### config.mk
export PLATFORM = sky130hd
export DESIGN_NAME = mem_port_arbiter
export DESIGN_NICKNAME = d
export VERILOG_FILES = /design/src/rtl/mem_arb_pkg.sv /design/src/rtl/mem_port_arbiter_starve_counter.sv /design/src/rtl/mem_port_arbiter.sv
export SDC_FILE = /design/constraint.sdc
export NUM_CORES = 1
export LEC_CHECK = 0
export CORE_MARGIN = 2
export CORE_UTILIZATION = 25
export CTS_CLUSTER_SIZE = 14
export DETAILED_ROUTE_END_ITERATION = 7
export GPL_TIMING_DRIVEN = 0
export PLACE_DENSITY = 0.69
export RECOVER_POWER = 50
export SLEW_MARGIN = 40
export SYNTH_ARGS = -nofsm -noshare
export SYNTH_HDL_FRONTEND = slang
export SYNTH_SLANG_ARGS = --single-unit
### constraint.sdc
create_clock -name clk -period 3.2 [get_ports clk]
set_input_delay 0.32 -clock clk [delete_from_list [all_inputs] [get_ports clk]]
set_output_delay 0.32 -clock clk [all_outputs]
set_load 0.01 [all_outputs]
### src/rtl/mem_arb_pkg.sv
// Shared types and defaults for the unified instruction/data memory port arbiter.
package mem_arb_pkg;

  typedef enum logic [1:0] {
    IDLE    = 2'd0,
    BUSY_IF = 2'd1,
    BUSY_DM = 2'd2
  } state_t;

  localparam int unsigned DEF_STARVE_MAX = 4;
  localparam int unsigned DEF_TIMEOUT    = 15;
  localparam logic [3:0]  BE_FULL        = 4'hF;

endpackage

### src/rtl/mem_port_arbiter_starve_counter.sv
// Saturating count of consecutive fetch denials; sat lets fetch override data priority.
module starve_counter
  import mem_arb_pkg::*;
#(
  parameter int unsigned STARVE_MAX = DEF_STARVE_MAX
) (
  input  logic clk,
  input  logic rst,
  input  logic inc,
  input  logic clr,
  output logic sat
);

  localparam int unsigned CW = $clog2(STARVE_MAX + 1);

  logic [CW-1:0] cnt;

  always_ff @(posedge clk or negedge rst) begin
    if (!rst) begin
      cnt <= '0;
    end else if (clr) begin
      cnt <= '0;
    end else if (inc && !sat) begin
      cnt <= cnt + 1'b1;
    end
  end

  always_comb sat = (cnt == CW'(STARVE_MAX));

endmodule

### src/rtl/mem_port_arbiter.sv
// Single-port memory arbiter between pipeline fetch (IF) and memory stage (DM):
// DM priority, IF anti-starvation, per-transaction timeout.
module mem_port_arbiter
  import mem_arb_pkg::*;
#(
  parameter int unsigned ADDR_W     = 32,
  parameter int unsigned DATA_W     = 32,
  parameter int unsigned STARVE_MAX = DEF_STARVE_MAX,
  parameter int unsigned TIMEOUT    = DEF_TIMEOUT
) (
  input  logic              clk,
  input  logic              rst,
  input  logic              if_req,
  input  logic [ADDR_W-1:0] if_addr,
  output logic              if_gnt,
  output logic              if_rvalid,
  output logic [DATA_W-1:0] if_rdata,
  input  logic              dm_req,
  input  logic              dm_we,
  input  logic [ADDR_W-1:0] dm_addr,
  input  logic [DATA_W-1:0] dm_wdata,
  input  logic [3:0]        dm_be,
  output logic              dm_gnt,
  output logic              dm_rvalid,
  output logic [DATA_W-1:0] dm_rdata,
  output logic              err,
  output logic              mem_en,
  output logic              mem_we,
  output logic [ADDR_W-1:0] mem_addr,
  output logic [DATA_W-1:0] mem_wdata,
  output logic [3:0]        mem_be,
  input  logic [DATA_W-1:0] mem_rdata,
  input  logic              mem_ready
);

  localparam int unsigned TO_W = $clog2(TIMEOUT + 1);

  state_t            state;
  logic [TO_W-1:0]   to_cnt;
  logic              cmd_we;
  logic [ADDR_W-1:0] cmd_addr;
  logic [DATA_W-1:0] cmd_wdata;
  logic [3:0]        cmd_be;
  logic              starve_sat;
  logic              busy;
  logic              expire;
  logic              done;

  starve_counter #(.STARVE_MAX(STARVE_MAX)) u_starve (
    .clk (clk),
    .rst (rst),
    .inc (if_req && !if_gnt),
    .clr (!if_req || if_gnt),
    .sat (starve_sat)
  );

  always_comb begin
    busy      = (state != IDLE);
    dm_gnt    = (state == IDLE) && dm_req && !(if_req && starve_sat);
    if_gnt    = (state == IDLE) && if_req && !dm_gnt;
    expire    = busy && !mem_ready && (to_cnt == TO_W'(TIMEOUT));
    done      = busy && (mem_ready || expire);
    err       = expire;
    if_rvalid = done && (state == BUSY_IF);
    dm_rvalid = done && (state == BUSY_DM);
    // Timeout completions return zero data; only a real ready forwards memory data.
    if_rdata  = (state == BUSY_IF && mem_ready) ? mem_rdata : '0;
    dm_rdata  = (state == BUSY_DM && mem_ready) ? mem_rdata : '0;
    mem_en    = busy;
    mem_we    = busy && cmd_we;
    mem_addr  = busy ? cmd_addr  : '0;
    mem_wdata = busy ? cmd_wdata : '0;
    mem_be    = busy ? cmd_be    : '0;
  end

  always_ff @(posedge clk or negedge rst) begin
    if (!rst) begin
      state     <= IDLE;
      to_cnt    <= '0;
      cmd_we    <= 1'b0;
      cmd_addr  <= '0;
      cmd_wdata <= '0;
      cmd_be    <= '0;
    end else begin
      case (state)
        IDLE: begin
          if (dm_gnt) begin
            cmd_we    <= dm_we;
            cmd_addr  <= dm_addr;
            cmd_wdata <= dm_wdata;
            cmd_be    <= dm_be;
            to_cnt    <= '0;
            state     <= BUSY_DM;
          end else if (if_gnt) begin
            cmd_we    <= 1'b0;
            cmd_addr  <= if_addr;
            cmd_wdata <= '0;
            cmd_be    <= BE_FULL;
            to_cnt    <= '0;
            state     <= BUSY_IF;
          end
        end
        BUSY_IF, BUSY_DM: begin
          if (mem_ready || expire) begin
            state <= IDLE;
          end else begin
            to_cnt <= to_cnt + 1'b1;
          end
        end
        default: state <= IDLE;
      endcase
    end
  end

endmodule

==> impl.org <==
** Status
- Result of the run :: finished, violations left
- The checks that failed: max-capacitance violations, max-slew violations.

** Pwr
- Of the total power, the share spent switching nets is 0.3741.
- The share of total power dissipated in combinational logic is 0.561.
- Across the VDD grid, the largest voltage drop is 0.0003726 V.
- Register share of total power :: 0.251
- Dividing total power by cell area gives a power density of 841.6 nW/um^2.
- Clock share of power :: 0.188
- In this run the static leakage power is 3.358 nW.
- Final Power :: 0.006498 W
- Cell internal power was estimated by the tool at 0.004067 W.
- In this run the power spent charging and discharging nets is 0.002431 W.

** Cells and area
- From synthesis to final layout, the design area changed by 77.94%.
- Leaving out fill and tap cells, the most frequent cell in the layout is sky130_fd_sc_hd__clkdlybuf4s50_1.
- Final-stage net count :: 924
- Antenna diode count :: 0
- Layout cell share with drive strength beyond 1 :: 0.03827
- Highest-count cells in the layout ignoring fill and taps :: sky130_fd_sc_hd__clkdlybuf4s50_1, sky130_fd_sc_hd__dfrtp_1, sky130_fd_sc_hd__nor2b_1, sky130_fd_sc_hd__and3_1, sky130_fd_sc_hd__a21oi_1
- The filler cells instantiated in the layout total 1,737.

** Worst setup path
- Cell breakdown of the critical path :: inv_1 -> ha_1 -> buf_2 -> clkbuf_1 -> nor2_1 -> and2_1 -> clkdlybuf4s50_1
- The startpoint identified for the worst register-to-register timing path is state[0].
- Kind of start point of the critical path :: flip-flop
- Data on the critical path arrives at its endpoint at 2.63 ns.
- Largest delay share family, worst path :: buffers and inverters
- Critical Path Sink Type :: output pin
- CP Buf/Inv Count :: 4
- Tracing the worst setup path back leads to its startpoint at state[0].
- For the worst setup path, the data required time is 2.88 ns.
- Along the worst path, the maximum fanout reaches 10.
- Category of the critical setup timing path :: reg2out
- Slowest cell on the critical path :: sky130_fd_sc_hd__clkdlybuf4s50_1
- Worst path max stage delay :: 0.47 ns

** Timing
- Setup violations remaining at the end of the flow were counted as 0.
- For the pin with the worst max-slew slack, the measured transition is 1.638 ns.
- Unrepaired setup endpoints after global routing :: false
- Number of slew-limit violations in the final report :: 27
- Derived from the worst setup path, the maximum achievable clock frequency is 338.8 MHz.
- Final hold violation count :: 0
- Measured against its own limit, the worst slew margin works out to -0.09217.
- For the finished layout, the period the worst path requires is 2.952 ns.
- Smallest hold slack :: 0.3138 ns
- Fin crit share :: 0.9224
- Setup skew after layout :: 0.006322 ns

** Min path
- Worst hold-check path type :: in2reg
- In this run the most critical hold path is launched from dm_req.

** Logic synthesis
- Warnings from Yosys :: 0
- Each instance of the synthesized netlist takes up on average 8.837 sq um.
- In the synthesized netlist the async set-or-reset flop fraction comes to 1.000.
- Fraction of the yosys area taken by sequential cells :: 0.4498
- After synthesis the cells add up to 4339 sq um.
- After synthesis the netlist holds a flip-flop and latch count of 78.
- Yosys mapped a number of flops with a built-in enable equal to 0.
- Syn Nets :: 636
- Synthesis produced a netlist whose cell count is 491.
- Counting distinct cell types in the post-synthesis netlist gives 39.
- Most used flip-flop cell after synthesis :: sky130_fd_sc_hd__dfrtp_1

** Clocking
- Buffers added to address setup during post-CTS repair amount to 0.
- The H-tree generated during clock tree synthesis spans 3 levels.
- The clock reaches the later pin of the worst-skew pair after 0.34 ns.
- After clock tree synthesis, the clock-pin slew on the worst setup and hold paths is 0.06 ns.
- TritonCTS built the clock tree.
- Clock Tree Buf Depth :: 2
- The cell sitting at the root of the clock tree is a sky130_fd_sc_hd__clkbuf_16.
- For this design, the sink count on the clock tree is 78.
- CTS buffer count :: 9

** Route
- After detailed routing, the average wire length per cell comes to 16.35 um.
- First drt pass iteration count :: 4
- Using the TritonRoute via totals, the vias-per-cell ratio works out to 4.626.
- In the routed design, unresolved DRC markers number 0.
- In this run, the number of DRC markers left after iteration 0 of detailed routing was 167.
- Routed wire length :: 16,500 um
- Total via count in the routed design :: 4,668
- Remaining number of nets flagged by the antenna check after routing :: 0

** Die
- The die is 135.7 um tall.
- The floorplan step set the die width to 135.7 um.
- Total number of placement rows :: 48
- For this configuration, the core starts out at a cell density of 0.2535.
- Area of the die :: 18,430 sq um
- Number of top-level pins :: 277
- Core area :: 17,120 sq um

** Global routing
- Pin count of the biggest net entering global routing :: 53
- Global routing finished with a remaining overflow of 0.
- Wire length of the first global-routing pass :: 24,760 um
- Initial antenna violation count :: 0
- For this run, the total global-route usage over all layers was measured as 0.1745.
- The number of global-route vias before repair came to 4,648.

** Job
- Across the run, the number of max-cap violations was 1.

** Place
- Buffers placed on the I/O ports in this run total 275.
- The congestion estimate from routability-driven global placement came to 0.7647.
- Detailed placement finished with a half-perimeter wire length of 12,750 um.
[worst paths after layout]
check	slack, ns	end	cells after the start
worst min-delay path	0.31	u_starve.cnt[2]	3
worst max register to register	0.83	cmd_addr[3]	8
max in group asynchronous	1.29	cmd_wdata[18]	3
worst max-delay path	0.25	dm_rvalid	7
worst min register to register	0.49	cmd_wdata[29]	1
min in group asynchronous	0.93	cmd_addr[16]	2
[kinds of logic (layout without fill, tap and decap cells)]
family | Yosys count | after routing | synth area share
flops | 78 | 78 | 0.4498
simple gates | 237 | 237 | 0.2982
compound gates | 118 | 118 | 0.1747
fa+ha+maj | 7 | 7 | 0.02018
mux | 1 | 1 | 0.002307
buf+inv | 49 | 342 | 0.05277
xor+xnor | 1 | 1 | 0.002019
[sequential cells by signal (all words and copies together), names as in the netlist]
signal / cells
cmd_addr: 32
cmd_wdata: 32
cmd_be: 4
to_cnt: 4
u_starve.cnt: 3
state: 2
cmd_we: 1
[tightest hold or removal path: stages]
cell	delay (ns)
sky130_fd_sc_hd__buf_2	0.14
sky130_fd_sc_hd__nand2_1	0.08
sky130_fd_sc_hd__a211oi_1	0.07
[layout make-up]
cell class | instances | area [sq um] | share of cell area
flip-flops and latches | 78 | 1952 | 0.2528
repair buffers | 277 | 2784 | 0.3606
plain buffers | 42 | 168.9 | 0.02188
inverters | 7 | 26.28 | 0.003403
clock buffers | 13 | 260.3 | 0.03371
clock inverters | 3 | 90.09 | 0.01167
well taps | 225 | 281.5 | 0.03646
multi-input cells | 364 | 2158 | 0.2795
[what timing repair did]
item	CTS	global route
resized for setup	0	0
hold endpoints to repair	26	0
hold buffers	1	0
[synth_stat cells, types with 2 or more instances]
master,number,area share
sky130_fd_sc_hd__clkbuf_1,21,0.018
sky130_fd_sc_hd__nand2_1,41,0.035
sky130_fd_sc_hd__buf_1,3,0.0026
sky130_fd_sc_hd__and3_1,65,0.094
sky130_fd_sc_hd__o22ai_1,2,0.0029
sky130_fd_sc_hd__buf_2,12,0.014
sky130_fd_sc_hd__nand4_1,2,0.0029
sky130_fd_sc_hd__ha_1,7,0.020
sky130_fd_sc_hd__nor2b_1,70,0.10
sky130_fd_sc_hd__inv_1,6,0.0052
sky130_fd_sc_hd__a21oi_1,65,0.075
sky130_fd_sc_hd__o21ai_0,5,0.0058
sky130_fd_sc_hd__buf_6,2,0.0052
sky130_fd_sc_hd__buf_4,4,0.0069
sky130_fd_sc_hd__o22a_1,4,0.0081
sky130_fd_sc_hd__nand3_1,5,0.0058
sky130_fd_sc_hd__nor2_1,42,0.036
sky130_fd_sc_hd__dfrtp_1,78,0.45
sky130_fd_sc_hd__a22o_1,33,0.067
sky130_fd_sc_hd__and2_1,5,0.0072
[power groups by stage]
stage	Sequential (W)	Clock (W)	Combinational [W]
2_1_floorplan	0.00158	0	0.00199
3_3_place_gp	0.00164	0	0.00371
3_5_place_dp	0.00164	0	0.00375
4_1_cts	0.00163	0.00126	0.00376
5_1_grt	0.00168	0.00129	0.00401
6_report	0.00163	0.00122	0.00364
[layer usage]
metal	wire, um	track usage	up-vias
met5	0	0	-
met1	6766	0.2042	2182
met3	1605	0.06173	17
met4	246	0.05150	0
li1	-	-	2269
met2	7879	0.3005	200
[stage by stage]
stage | area, sq um | setup WS, ns | util | cells | TNS [ns]
after CTS | 7762 | 0.1596 | 0.4535 | 1009 | 0
after detailed placement | 7402 | 0.4099 | 0.4325 | 992 | 0
after global placement | 7373 | -1.220 | 0.4308 | 991 | -94.72
after global routing | 7721 | 0.04921 | 0.4511 | 1009 | 0
after floorplan | 4339 | 1.514 | - | 491 | 0
final | 7721 | 0.2483 | 0.4511 | 1009 | 0
Power figures use the tool's default switching activity.
